## src/rtl/bram_porta_ctrl_if.sv

```systemverilog
// rtl/bram_porta_ctrl_if.sv - request/response bundle for the BRAM port-A front end
interface bram_porta_ctrl_if #(
  parameter int RAM_WIDTH = 16
);
  logic                 req_valid;
  logic                 req_ready;
  logic                 req_we;
  logic [8:0]           req_addr;
  logic [RAM_WIDTH-1:0] req_data;
  logic                 resp_valid;
  logic [RAM_WIDTH-1:0] resp_data;

  // Requester side: issues requests, receives read responses.
  modport master (
    output req_valid, req_we, req_addr, req_data,
    input  req_ready, resp_valid, resp_data
  );

  // Controller side: accepts requests, returns read responses.
  modport slave (
    input  req_valid, req_we, req_addr, req_data,
    output req_ready, resp_valid, resp_data
  );
endinterface

```

## src/rtl/bram_porta_ctrl.sv

```systemverilog
// rtl/bram_porta_ctrl.sv - port-A sweep-then-serve controller for the resettable BRAM wrapper
module bram_porta_ctrl #(
  parameter int                   RAM_WIDTH  = 16,
  parameter int                   RST_DEPTH  = 16,
  parameter logic [RAM_WIDTH-1:0] INIT_VALUE = '0
) (
  input  logic                 clka,
  input  logic                 rsta,
  input  logic                 clr,
  output logic                 init_done,
  bram_porta_ctrl_if.slave     bus,
  output logic                 bram_wea,
  output logic [8:0]           bram_addra,
  output logic [RAM_WIDTH-1:0] bram_dina,
  input  logic [RAM_WIDTH-1:0] bram_douta
);

  typedef enum logic {ST_INIT, ST_RUN} state_t;

  localparam logic [8:0] LAST_ADDR = 9'(RST_DEPTH - 1);
  // After a clr edge has written address 0, the sweep resumes at 1 (or stays at 0 for a one-word sweep).
  localparam logic [8:0] CLR_NEXT  = (RST_DEPTH > 1) ? 9'd1 : 9'd0;

  state_t     state;
  logic [8:0] cnt;
  logic [1:0] rd_pend;
  logic       accept;

  // Requests are only taken in RUN, and never on an edge that is leaving RUN.
  assign bus.req_ready = (state == ST_RUN) & ~clr;
  assign accept        = bus.req_valid & bus.req_ready;

  // Sweep / serve FSM driving the registered BRAM port-A controls.
  always_ff @(posedge clka or posedge rsta) begin
    if (rsta) begin
      state      <= ST_INIT;
      cnt        <= '0;
      init_done  <= 1'b0;
      bram_wea   <= 1'b0;
      bram_addra <= '0;
      bram_dina  <= '0;
    end else begin
      case (state)
        ST_INIT: begin
          bram_wea  <= 1'b1;
          bram_dina <= INIT_VALUE;
          if (clr) begin
            bram_addra <= '0;
            cnt        <= CLR_NEXT;
          end else begin
            bram_addra <= cnt;
            if (cnt == LAST_ADDR) begin
              state     <= ST_RUN;
              init_done <= 1'b1;
              cnt       <= '0;
            end else begin
              cnt <= cnt + 9'd1;
            end
          end
        end
        ST_RUN: begin
          if (clr) begin
            state     <= ST_INIT;
            init_done <= 1'b0;
            cnt       <= '0;
            bram_wea  <= 1'b0;
          end else if (accept) begin
            bram_wea   <= bus.req_we;
            bram_addra <= bus.req_addr;
            if (bus.req_we) begin
              bram_dina <= bus.req_data;
            end
          end else begin
            bram_wea <= 1'b0;
          end
        end
        default: begin
          state    <= ST_INIT;
          cnt      <= '0;
          bram_wea <= 1'b0;
        end
      endcase
    end
  end

  // Read tracking: address presented for one edge, then douta is captured into the response.
  always_ff @(posedge clka or posedge rsta) begin
    if (rsta) begin
      rd_pend        <= '0;
      bus.resp_valid <= 1'b0;
      bus.resp_data  <= '0;
    end else begin
      rd_pend        <= {rd_pend[0], accept & ~bus.req_we};
      bus.resp_valid <= rd_pend[1];
      if (rd_pend[1]) begin
        bus.resp_data <= bram_douta;
      end
    end
  end

endmodule

```

## src/flat_wrapper.sv

```systemverilog
// flat-port wrapper written by rule: the top's interface ports become plain ports
module bram_porta_ctrl_flat 
#(
  parameter int                   RAM_WIDTH  = 16,
  parameter int                   RST_DEPTH  = 16,
  parameter logic [RAM_WIDTH-1:0] INIT_VALUE = '0
)
  (clka, rsta, clr, init_done, bram_wea, bram_addra, bram_dina, bram_douta, bus_req_valid, bus_req_we, bus_req_addr, bus_req_data, bus_req_ready, bus_resp_valid, bus_resp_data);
  bram_porta_ctrl_if #(.RAM_WIDTH(RAM_WIDTH)) bus_i ();
  input  logic clka;
  input  logic rsta;
  input  logic clr;
  output logic init_done;
  output logic bram_wea;
  output logic [8:0] bram_addra;
  output logic [RAM_WIDTH-1:0] bram_dina;
  input  logic [RAM_WIDTH-1:0] bram_douta;
  input wire logic [$bits(bus_i.req_valid)-1:0] bus_req_valid;
  input wire logic [$bits(bus_i.req_we)-1:0] bus_req_we;
  input wire logic [$bits(bus_i.req_addr)-1:0] bus_req_addr;
  input wire logic [$bits(bus_i.req_data)-1:0] bus_req_data;
  output wire logic [$bits(bus_i.req_ready)-1:0] bus_req_ready;
  output wire logic [$bits(bus_i.resp_valid)-1:0] bus_resp_valid;
  output wire logic [$bits(bus_i.resp_data)-1:0] bus_resp_data;
  assign bus_i.req_valid = bus_req_valid;
  assign bus_i.req_we = bus_req_we;
  assign bus_i.req_addr = bus_req_addr;
  assign bus_i.req_data = bus_req_data;
  assign bus_req_ready = bus_i.req_ready;
  assign bus_resp_valid = bus_i.resp_valid;
  assign bus_resp_data = bus_i.resp_data;
  bram_porta_ctrl #(.RAM_WIDTH(RAM_WIDTH), .RST_DEPTH(RST_DEPTH), .INIT_VALUE(INIT_VALUE)) u_core (.clka(clka), .rsta(rsta), .clr(clr), .init_done(init_done), .bus(bus_i), .bram_wea(bram_wea), .bram_addra(bram_addra), .bram_dina(bram_dina), .bram_douta(bram_douta));
endmodule
```

## config.mk

```make
export PLATFORM = sky130hd
export DESIGN_NAME = bram_porta_ctrl_flat
export DESIGN_NICKNAME = d
export VERILOG_FILES = /design/src/rtl/bram_porta_ctrl_if.sv /design/src/rtl/bram_porta_ctrl.sv /design/src/flat_wrapper.sv
export SDC_FILE = /design/constraint.sdc
export NUM_CORES = 1
export LEC_CHECK = 0
export BUFFER_PORTS_ARGS = -buffer_cell sky130_fd_sc_hd__buf_2
export CAP_MARGIN = 20
export CORE_MARGIN = 1.5
export CORE_UTILIZATION = 40
export CTS_CLUSTER_DIAMETER = 50
export DETAILED_ROUTE_END_ITERATION = 8
export GPL_TIMING_DRIVEN = 0
export PLACE_DENSITY = 0.75
export SYNTH_ARGS = -nofsm -noshare
export SYNTH_HDL_FRONTEND = slang
export SYNTH_SLANG_ARGS = --single-unit
```

## constraint.sdc

```tcl
create_clock -name clka -period 5.1 [get_ports clka]
set_input_delay 1.02 -clock clka [delete_from_list [all_inputs] [get_ports clka]]
set_output_delay 1.02 -clock clka [all_outputs]
set_load 0.005 [all_outputs]
```

==> qor.log <==
qor: final_layout.share_of_cells_above_drive_strength_1 37.3%
qor: timing.rsz0062_at_grt false
qor: critical_path.worst-endpoint-arrival 1.79 ns
qor: global_routing.number_of_antenna_violations_at_the_first_check_in_global_routing 0
qor: power_and_ir_drop.report.power.total 799 uW
qor: logic_synthesis.postSynthAreaPerCell 10.5 sq um
qor: final_layout.fillers 513
qor: logic_synthesis.synthTopCellsByCount 56 x dfrtp_1, 49 x nand2_1, 30 x a21oi_1
qor: logic_synthesis.synth_enable_flop_cells 0
qor: critical_path.endpoint_class_of_the_critical_path output port
qor: flow_run.drv.max_cap_violation_count 0
qor: final_layout.antenna_cells_inserted 0
qor: logic_synthesis.synthesis.nets 270
qor: power_and_ir_drop.ir_worst_vdd 0.123 mV
qor: final_layout.flow.area_growth_from_synthesis 27.5%
qor: timing.fmax 356 MHz
qor: clock_network.ctsHtreeMaxLevel 2
qor: power_and_ir_drop.p_leak 0.00157 uW
qor: timing.report.final.slew_viol_count 0
qor: place.post-dp-hpwl 3970 microns
qor: global_routing.global_route_wire_length_before_repair 8350 microns
qor: routing.first_iter_violations 62
qor: final_layout.design_area 2990 sq um
qor: place.dpl_cell_area 2910 sq um
qor: routing.wirelength 5280 microns
qor: global_routing.grt_max_degree 31
qor: routing.route.antenna.remaining_nets 0
qor: critical_path.reg_to_reg_startpoint u_core.cnt[4]
qor: logic_synthesis.synth_largest_type_area_fraction 59.8%
qor: die.die_area 6330 sq um
qor: global_routing.grt.total_usage 16.9%
qor: die.design.portCount 91
qor: logic_synthesis.postSynthRegisterBits 56
qor: clock_network.clockRootBuffer clkbuf_8
qor: logic_synthesis.sequential_cell_area_fraction_in_the_yosys_report 59.8%
qor: die.die_w 79.6 microns
qor: logic_synthesis.postSynth.topFlopCell dfrtp_1
qor: logic_synthesis.synth.lib_cells_used.distinct 30
qor: logic_synthesis.ys_warn_count 0
qor: logic_synthesis.yosysMostFrequentCell dfrtp_1
qor: die.floorplan.core_area 5570 sq um
qor: timing.final.period_utilization 55.0%
qor: routing.vias_per_cell 5.02
qor: routing.drt-pass1-iter-count 4
qor: logic_synthesis.netlist_top_cells_area dfrtp_1 60%, nand2_1 7.8%, mux2_2 7.7%
qor: die.chipHeight 79.6 microns
qor: worst_hold_path.holdCritPathClass flop to flop
qor: worst_hold_path.hold_path_startpoint u_core.rd_pend[0]
qor: routing.post-route-drc-count 0
qor: final_layout.multi_input_area 868 sq um
qor: place.placer_congestion 0.841
qor: die.initial_utilization 42.1%
qor: critical_path.reg2reg_to u_core.cnt[7]
qor: critical_path.worstSetupStartpointType input pin
qor: critical_path.worst-r2r-setup-slack 3.29 ns
qor: logic_synthesis.netlist_instances 223
qor: critical_path.setup.worst_path.class input pin to output port
qor: timing.slew_headroom 53.7%
qor: global_routing.grt_remaining_overflow 0
qor: worst_hold_path.hold_path_end u_core.rd_pend[1]
qor: power_and_ir_drop.p_per_area 267 nW/um^2
qor: run_status.status finished, final reports clean
qor: clock_network.tritoncts_num_sinks 56
qor: critical_path.cp_max_fo 6
qor: clock_network.worstSkewPairLatency 0.30 ns
qor: clock_network.postCtsResizedCells 0
qor: clock_network.clock_tree_from_tritoncts built
qor: die.placement_rows 27
qor: worst_hold_path.min_delay_path_depth 0
qor: clock_network.clock_tree.buffer_depth 2
qor: global_routing.number_of_global_route_vias_before_repair 1,820
qor: logic_synthesis.syn-cell-area 2340 sq um
qor: final_layout.final-seq-area 1400 sq um
qor: critical_path.worstRegToRegCells 5
qor: critical_path.critPathRequiredTime 4.08 ns
qor: routing.routed_wire_length_per_instance 13.4 microns
qor: final_layout.nNetsFinal 368
qor: routing.via_count 1,976
qor: clock_network.cts_inserted_buffers 5
qor: timing.worst_slew_pin_slew 0.695 ns
qor: timing.worst_hold_slack 0.359 ns
qor: timing.report.final.setup_viol 0
qor: timing.clock_skew 0.00897 ns
qor: clock_network.clkTransAtPathRegs 0.09 ns
qor: logic_synthesis.synth_top_area_cell dfrtp_1
qor: timing.hold_violations 0
qor: timing.finalCriticalPeriod 2.81 ns
qor: place.buffer_ports.inserted 90
qor: clock_network.holdBufCountCts 0
qor: logic_synthesis.async_flop_share 100%
qor: timing.timing.setup.tns 0 ns
qor: clock_network.setup_repair_bufs_after_cts 0
qor: final_layout.finalCoreUtilization 53.6%
-- how the worst max path moves through the flow --
| stage | startpoint | end | slack (ns) | depth (start not counted) |
|---|---|---|---|---|
| finish | clr | bus_req_ready | 2.29 | 5 |
| global route | clr | bus_req_ready | 2.20 | 5 |
| CTS | clr | bus_req_ready | 2.30 | 5 |
| detailed placement | clr | bus_req_ready | 2.30 | 5 |
| global placement | rsta | u_core.bram_dina[4] | 2.05 | 2 |
| floorplan | rsta | u_core.bram_addra[0] | 2.71 | 1 |
-- cells in the final DEF, fill, tap and decap left out, drive strengths merged, types with 4 or more instances in the layout --
cell type / instances
a21oi: 30
a31oi: 4
and3: 13
buf: 94
clkbuf: 17
dfrtp: 56
inv: 4
mux2: 16
nand2: 49
nand3: 4
nor2: 4
o21ai: 13
-- state kept, by name, summed over array words and instances (netlist names) --
signal / count
u_core.bram_addra: 9
u_core.bram_dina: 16
u_core.bram_wea: 1
u_core.bus.resp_data: 16
u_core.bus.resp_valid: 1
u_core.cnt: 9
u_core.init_done: 1
u_core.rd_pend: 2
u_core.state: 1
-- per-layer routing --
| metal | track usage, % | up-vias | share of wire, % |
|---|---|---|---|
| li1 | - | 967 | - |
| met1 | 22.0 | 940 | 44 |
| met2 | 28.1 | 62 | 49 |
| met3 | 4.57 | 7 | 6.3 |
| met4 | 3.68 | 0 | 1.0 |
| met5 | 0 | - | 0 |
-- final cells by class --
| cell class | count | share of cell area [%] |
|---|---|---|
| Buffer | 13 | 2.01 |
| Clock buffer | 7 | 2.55 |
| Clock inverter | 1 | 0.293 |
| Inverter | 4 | 0.502 |
| Multi-Input combinational cell | 150 | 29.0 |
| Sequential cell | 56 | 46.9 |
| Tap cell | 72 | 3.01 |
| Timing Repair Buffer | 91 | 15.7 |
-- through the flow --
stage	cells	worst slack (ns)
finish	394	2.29
global route	394	2.20
CTS	394	2.30
detailed placement	386	2.30
global placement	385	2.05
floorplan	223	2.71
-- power by group --
part / total [uW] / leakage (uW) / switching [uW] / internal (uW)
registers: 480 / 0.000760 / 16.6 / 463
logic: 86.2 / 0.000771 / 42.6 / 43.6
clock network: 233 / 0.0000424 / 135 / 98.4
-- cells by family (layout without fill, tap and decap cells) --
logic type	Yosys count	in the layout	synth area share, %
AND/OR/NAND/NOR	77	77	14.9
flip-flops	56	56	59.8
AO/OA/AOI/OAI	55	55	13.6
buffers and inverters	17	116	3.20
multiplexers	16	16	7.68
adder cells (fa/ha/maj)	1	1	0.534
XOR/XNOR	1	1	0.374
-- critical path, stage by stage --
cell and delay (ns):
buf_2 0.14, inv_1 0.13, nand2_1 0.18, inv_1 0.18
buf_2 0.14
No activity file was read; power rests on OpenSTA's default activity.
